## config.mk

```make
export PLATFORM = sky130hd
export DESIGN_NAME = mux_scan_ctrl
export DESIGN_NICKNAME = d
export VERILOG_FILES = /design/src/rtl/mux_scan_pkg.sv /design/src/rtl/mux_scan_next.sv /design/src/rtl/mux_scan_ctrl.sv
export SDC_FILE = /design/constraint.sdc
export NUM_CORES = 1
export LEC_CHECK = 0
export BUFFER_PORTS_ARGS = -buffer_cell sky130_fd_sc_hd__buf_2
export CORE_AREA = 2 2 79 62
export DETAILED_ROUTE_END_ITERATION = 10
export DIE_AREA = 0 0 81 64
export GPL_ROUTABILITY_DRIVEN = 1
export GPL_TIMING_DRIVEN = 1
export PLACE_DENSITY_LB_ADDON = 0.12
export SLEW_MARGIN = 25
export SYNTH_ARGS = -nofsm -noshare
export SYNTH_HDL_FRONTEND = slang
export SYNTH_HIERARCHICAL = 1
export SYNTH_SLANG_ARGS = --single-unit
```

## constraint.sdc

```tcl
create_clock -name clk -period 7.88 [get_ports clk]
set_input_delay 0.788 -clock clk [delete_from_list [all_inputs] [get_ports clk]]
set_output_delay 0.788 -clock clk [all_outputs]
set_load 0.005 [all_outputs]
```

## src/rtl/mux_scan_pkg.sv

```systemverilog
// Shared types and default widths for the channel scanner and the 8:1 data mux.
package mux_scan_pkg;

  localparam int DATA_W_DEF  = 4;
  localparam int NUM_CH_DEF  = 8;
  localparam int SEL_W_DEF   = 3;
  localparam int DWELL_W_DEF = 4;

  typedef enum logic [1:0] {
    ST_IDLE  = 2'd0,
    ST_DWELL = 2'd1,
    ST_HOLD  = 2'd2
  } scan_state_e;

endpackage

```

## src/rtl/mux_scan_next.sv

```systemverilog
// Rotate-priority encoder: next enabled channel above the current one, the
// lowest enabled channel, and whether the search had to wrap to find it.
module mux_scan_next
  import mux_scan_pkg::*;
#(
  parameter int NUM_CH = NUM_CH_DEF,
  parameter int SEL_W  = SEL_W_DEF
) (
  input  logic [NUM_CH-1:0] mask_i,
  input  logic [SEL_W-1:0]  cur_i,
  output logic [SEL_W-1:0]  next_o,
  output logic              wrap_o,
  output logic [SEL_W-1:0]  first_o
);

  logic found;

  always_comb begin
    first_o = '0;
    for (int i = NUM_CH - 1; i >= 0; i--) begin
      if (mask_i[i]) first_o = SEL_W'(i);
    end

    // No enabled channel above cur_i means the pass is complete.
    next_o = first_o;
    found  = 1'b0;
    for (int i = 0; i < NUM_CH; i++) begin
      if (!found && mask_i[i] && (SEL_W'(i) > cur_i)) begin
        next_o = SEL_W'(i);
        found  = 1'b1;
      end
    end
    wrap_o = !found;
  end

endmodule

```

## src/rtl/mux_scan_ctrl.sv

```systemverilog
// Channel scanner: steps the mux select over a masked channel set, dwells on
// each channel, then hands the sample to the consumer over valid/ready.
//   state | meaning
//   IDLE  | waiting for start with a nonzero mask
//   DWELL | mux settling, counter running down
//   HOLD  | result presented, waiting for res_ready
module mux_scan_ctrl
  import mux_scan_pkg::*;
#(
  parameter int DATA_W  = DATA_W_DEF,
  parameter int NUM_CH  = NUM_CH_DEF,
  parameter int SEL_W   = SEL_W_DEF,
  parameter int DWELL_W = DWELL_W_DEF
) (
  input  logic               clk,
  input  logic               rst,
  input  logic               start,
  input  logic               stop,
  input  logic               cont,
  input  logic [NUM_CH-1:0]  ch_mask,
  input  logic [DWELL_W-1:0] dwell,
  output logic [SEL_W-1:0]   mux_sel,
  input  logic [DATA_W-1:0]  mux_out,
  output logic [DATA_W-1:0]  res_data,
  output logic [SEL_W-1:0]   res_ch,
  output logic               res_valid,
  input  logic               res_ready,
  output logic               busy,
  output logic               scan_done
);

  scan_state_e        state_q;
  logic [DWELL_W-1:0] cnt_q;
  logic [DWELL_W-1:0] dwell_q;
  logic [NUM_CH-1:0]  mask_q;
  logic               cont_q;
  logic [SEL_W-1:0]   sel_q;
  logic [DATA_W-1:0]  data_q;
  logic [SEL_W-1:0]   ch_q;
  logic               valid_q;
  logic               done_q;

  logic [DWELL_W-1:0] dwell_d;
  logic [NUM_CH-1:0]  mask_d;
  logic [SEL_W-1:0]   next_ch;
  logic [SEL_W-1:0]   first_ch;
  logic               wrap;

  assign dwell_d = (dwell == '0) ? DWELL_W'(1) : dwell;
  // In IDLE the live mask picks the first channel; afterwards the latched one.
  assign mask_d  = (state_q == ST_IDLE) ? ch_mask : mask_q;

  mux_scan_next #(
    .NUM_CH (NUM_CH),
    .SEL_W  (SEL_W)
  ) u_next (
    .mask_i  (mask_d),
    .cur_i   (sel_q),
    .next_o  (next_ch),
    .wrap_o  (wrap),
    .first_o (first_ch)
  );

  always_ff @(posedge clk) begin
    if (rst) begin
      state_q <= ST_IDLE;
      cnt_q   <= '0;
      dwell_q <= '0;
      mask_q  <= '0;
      cont_q  <= 1'b0;
      sel_q   <= '0;
      data_q  <= '0;
      ch_q    <= '0;
      valid_q <= 1'b0;
      done_q  <= 1'b0;
    end else begin
      done_q <= 1'b0;
      case (state_q)
        ST_IDLE: begin
          if (start && (ch_mask != '0)) begin
            mask_q  <= ch_mask;
            cont_q  <= cont;
            dwell_q <= dwell_d;
            cnt_q   <= dwell_d;
            sel_q   <= first_ch;
            state_q <= ST_DWELL;
          end
        end
        ST_DWELL: begin
          cnt_q <= cnt_q - DWELL_W'(1);
          if (cnt_q == DWELL_W'(1)) begin
            data_q  <= mux_out;
            ch_q    <= sel_q;
            valid_q <= 1'b1;
            state_q <= ST_HOLD;
          end
        end
        ST_HOLD: begin
          if (res_ready) begin
            valid_q <= 1'b0;
            if (wrap) begin
              done_q <= 1'b1;
              if (cont_q && !stop) begin
                sel_q   <= first_ch;
                cnt_q   <= dwell_q;
                state_q <= ST_DWELL;
              end else begin
                state_q <= ST_IDLE;
              end
            end else if (stop) begin
              state_q <= ST_IDLE;
            end else begin
              sel_q   <= next_ch;
              cnt_q   <= dwell_q;
              state_q <= ST_DWELL;
            end
          end
        end
        default: state_q <= ST_IDLE;
      endcase
    end
  end

  assign mux_sel   = sel_q;
  assign res_data  = data_q;
  assign res_ch    = ch_q;
  assign res_valid = valid_q;
  assign scan_done = done_q;
  assign busy      = (state_q != ST_IDLE);

endmodule

```

==> parameters.txt <==
Parameter                              Value

Outcome
  Status ... complete, no violations

GRT
  Pin count of the biggest net entering global routing ... 32
  Antenna violations before repair ... 0
  Number of global-route vias before repair ... 1,497
  All-Layer GR Usage ... a little under a fifth
  First-pass GRT wire length ... about 7.3 mm
  GR Overflow Total ... 0

Timing
  Worst clock skew ... about 10 ps
  Portion of the clock cycle consumed by the worst path in the final layout ... 39.8%
  Relative slew margins ... 60.7%
  Final count of hold timing violations ... 0
  Highest Clock Rate ... 0.319 GHz
  Min cycle time layout ... 3140 ps
  Worst Max-Slew Pin Slew ... slightly below 600 ps
  Setup TNS ... 0 ps
  Setup Viol. Count Final ... 0
  RSZ-0062 raised after global routing ... no
  Final number of max-transition violations ... 0

Routing
  Total wire length ... around 4.4 mm
  Vias after detailed routing ... around 1,700
  Routed WL per cell ... between 10 and 15 um
  Number of design-rule violations left by the first detailed-router iteration ... roughly 100
  Remaining number of nets flagged by the antenna check after routing ... 0
  Number of detailed-route iterations in the first pass ... 4
  Post-route DRC violation count ... 0
  Average via count per standard cell ... approximately 5.3

Worst setup path
  Crit path required time ... ~8100 ps
  Element type at the critical path end ... register
  Slowest cell on the critical path ... sky130_fd_sc_hd__a211o_2
  Worst path bufs/invs ... 2
  Worst Path Arrival ... around 3300 ps
  Worst Setup Path Type ... reg -> reg
  Worst path max stage delay ... about 380 ps
  Type of element launching the critical path ... register
  Largest fanout on the critical path ... 21
  Crit path cell chain ... inv_1, ha_1, buf_4, mux2_2, nor2_1, o311ai_1, a22oi_1, and3_2, nor2b_1, o31a_1, a211o_2, or3_1, a21oi_1
  Crit path max-delay family ... compound AO/OA/AOI/OAI gates

Clocking
  CTS H-Tree Depth ... 2
  Root Buffer Master ... sky130_fd_sc_hd__clkbuf_8
  CTS sink cnt ... 31
  Number of buffers added for setup after CTS ... 0
  TritonCTS clock tree ... done
  Latest clock arrival within the worst-skew pair ... around 280 ps
  CTS Buffer Depth ... 2
  Number of buffers inserted during clock tree synthesis ... 5
  Number of hold-repair buffers added at the cts stage ... 0
  Post-CTS clock slew at the launch and capture registers of the worst setup and hold paths ... 70 ps
  Number of gates given a new drive strength after cts ... 0

Yosys
  Post-synthesis sequential area ratio ... 32.7%
  Number of distinct standard cells referenced by the synthesized netlist ... 48
  #FFs+latches synth ... 31
  Post-synthesis cell count ... 231
  Synthesized area per cell ... 8.22 sq um
  Dominant synthesized flop cell ... sky130_fd_sc_hd__dfxtp_1
  Share of flip-flops with an asynchronous set or reset ... 0%
  Number of nets in the synthesized netlist ... around 260
  Mapped Area ... about 0.0019 sq mm
  Yosys warns ... 6
  Count of flip-flops with a built-in enable after synthesis ... 0

Final layout
  Leading cell type in the layout, fill and taps excluded ... sky130_fd_sc_hd__buf_2
  Number of nets at the end of the flow ... 290
  # diodes ... 0
  Share of cells above drive strength 1 ... 24.3%
  Post-route design area ... around 0.0022 sq mm
  Top library cells by usage in the layout, fill and taps aside ... sky130_fd_sc_hd__buf_2, sky130_fd_sc_hd__nor2_1, sky130_fd_sc_hd__dfxtp_1, sky130_fd_sc_hd__nand2_1, sky130_fd_sc_hd__a21oi_1
  Fin cells ... between 300 and 400
  P&R area growth vs syn ... 15.3%

Placement
  Detailed placement HPWL ... around 3.2 mm
  Number of placed instances with taps included ... around 310
  Standard cell area after detailed placement ... 0.00209 sq mm
  Final estimated routing congestion in global placement ... ~0.90
  Number of port buffers ... 34

Pwr
  Power density relative to cell area ... roughly 350 mW/mm^2
  Net Switching ... roughly 0.00032 W
  Leakage power total ... around 0.93 nW
  Clk pwr share ... a little under a fifth
  Maximum ir drop on the vdd rail ... 0.137 mV
  Internal power summed over all cells ... 0.000450 W
  Sw Share ... between 40% and 50%
  Part of the total power dissipated in sequential elements ... slightly below 30%
  Relative contribution of combinational cells to total power ... a little over half

Floorplan
  Initial core utilization ... 43.5%
  Cell Rows ... 21
  Width of the die ... 81 um
  Die height ... 64 um
  CORE AREA ... 0.00436 sq mm
  I/O pin cnt ... 35
  Die footprint ... slightly above 0.005 sq mm

Worst hold path
  Hold Path Class ... reg -> reg

Flow run
  Maxcap violations ... 0
worst register-to-register path, cell delays in order, from the launching register on:
cell	delay (ps)
sky130_fd_sc_hd__dfxtp_1	360
sky130_fd_sc_hd__inv_1	80
sky130_fd_sc_hd__ha_1	190
sky130_fd_sc_hd__buf_4	210
sky130_fd_sc_hd__mux2_2	320
sky130_fd_sc_hd__nor2_1	60
sky130_fd_sc_hd__o311ai_1	240
sky130_fd_sc_hd__a22oi_1	160
sky130_fd_sc_hd__and3_2	200
sky130_fd_sc_hd__nor2b_1	140
sky130_fd_sc_hd__o31a_1	270
sky130_fd_sc_hd__a211o_2	380
sky130_fd_sc_hd__or3_1	320
sky130_fd_sc_hd__a21oi_1	130
routing by layer:
layer  global-route usage (%)  up-vias  share of wire (%)
li1                         -      864                  -
met1                     27.6      784                 53
met2                     24.7       51                 40
met3                     4.66        5                6.5
met4                     6.99        0                1.0
met5                        0        -                  0
cell type report:
cell class	instances	area, sq um
inverters	13	48.8
repair buffers	35	178
multi-input cells	176	1170
flip-flops and latches	31	621
well taps	57	71.3
clock inverters	1	7.51
fillers	438	2170
clock buffers	7	96.3
cell families (layout without fill, tap and decap cells):
group / after synthesis / after routing / synth area share, %
buffers and inverters: 24 / 56 / 5.86
muxes: 28 / 28 / 15.5
DFF: 31 / 31 / 32.7
and+or+nand+nor: 89 / 89 / 21.9
xor gates and xnor gates: 2 / 2 / 0.922
adders and majority gates: 7 / 7 / 4.55
AOI/OAI and AO/OA: 50 / 50 / 18.6
through the flow:
step,worst slack (ps),power [W],hold slack [ps],utilization [%]
finish,4740,0.000766,456,50.2
global route,4500,0.000835,485,50.2
CTS,4770,0.000769,459,50.2
detailed placement,4790,0.000624,449,47.8
global placement,4850,0.000626,445,47.8
floorplan,4920,0.000546,434,-
worst paths after layout:
kind	cells after the start	endpoint	from	slack, ps
min	2	mask_q[3]	mask_q[3]	460
min reg2reg	2	mask_q[3]	mask_q[3]	460
max reg2reg	13	cnt_q[1]	state_q[0]	4740
max	13	cnt_q[1]	state_q[0]	4740
registers in the layout, indices dropped and copies added (netlist names):
| signal | cells |
|---|---|
| cnt_q | 4 |
| cont_q | 1 |
| dwell_q | 4 |
| mask_q | 8 |
| mux_sel | 3 |
| res_ch | 3 |
| res_data | 4 |
| res_valid | 1 |
| scan_done | 1 |
| state_q | 2 |
synthesized netlist by cell type (all sizes together), types with 5 or more instances:
master,number,area [sq um]
dfxtp,31,621
nor2,31,116
nand2,25,93.8
a21oi,20,100
mux2i,16,160
inv,13,48.8
mux2,12,135
nand3,9,45.0
clkbuf,6,22.5
ha,6,75.1
nor3,6,30.0
o21ai,6,33.8
buf,5,40.0
nand2b,5,31.3
power by group through the flow:
stage | clock network (W) | logic (W) | registers [W]
after detailed placement | 0 | 0.000400 | 0.000224
final | 0.000142 | 0.000402 | 0.000221
after global placement | 0 | 0.000401 | 0.000225
after CTS | 0.000146 | 0.000402 | 0.000221
after global routing | 0.000156 | 0.000451 | 0.000227
after floorplan | 0 | 0.000331 | 0.000215
Note: power is estimated with default switching activity, not from simulation.
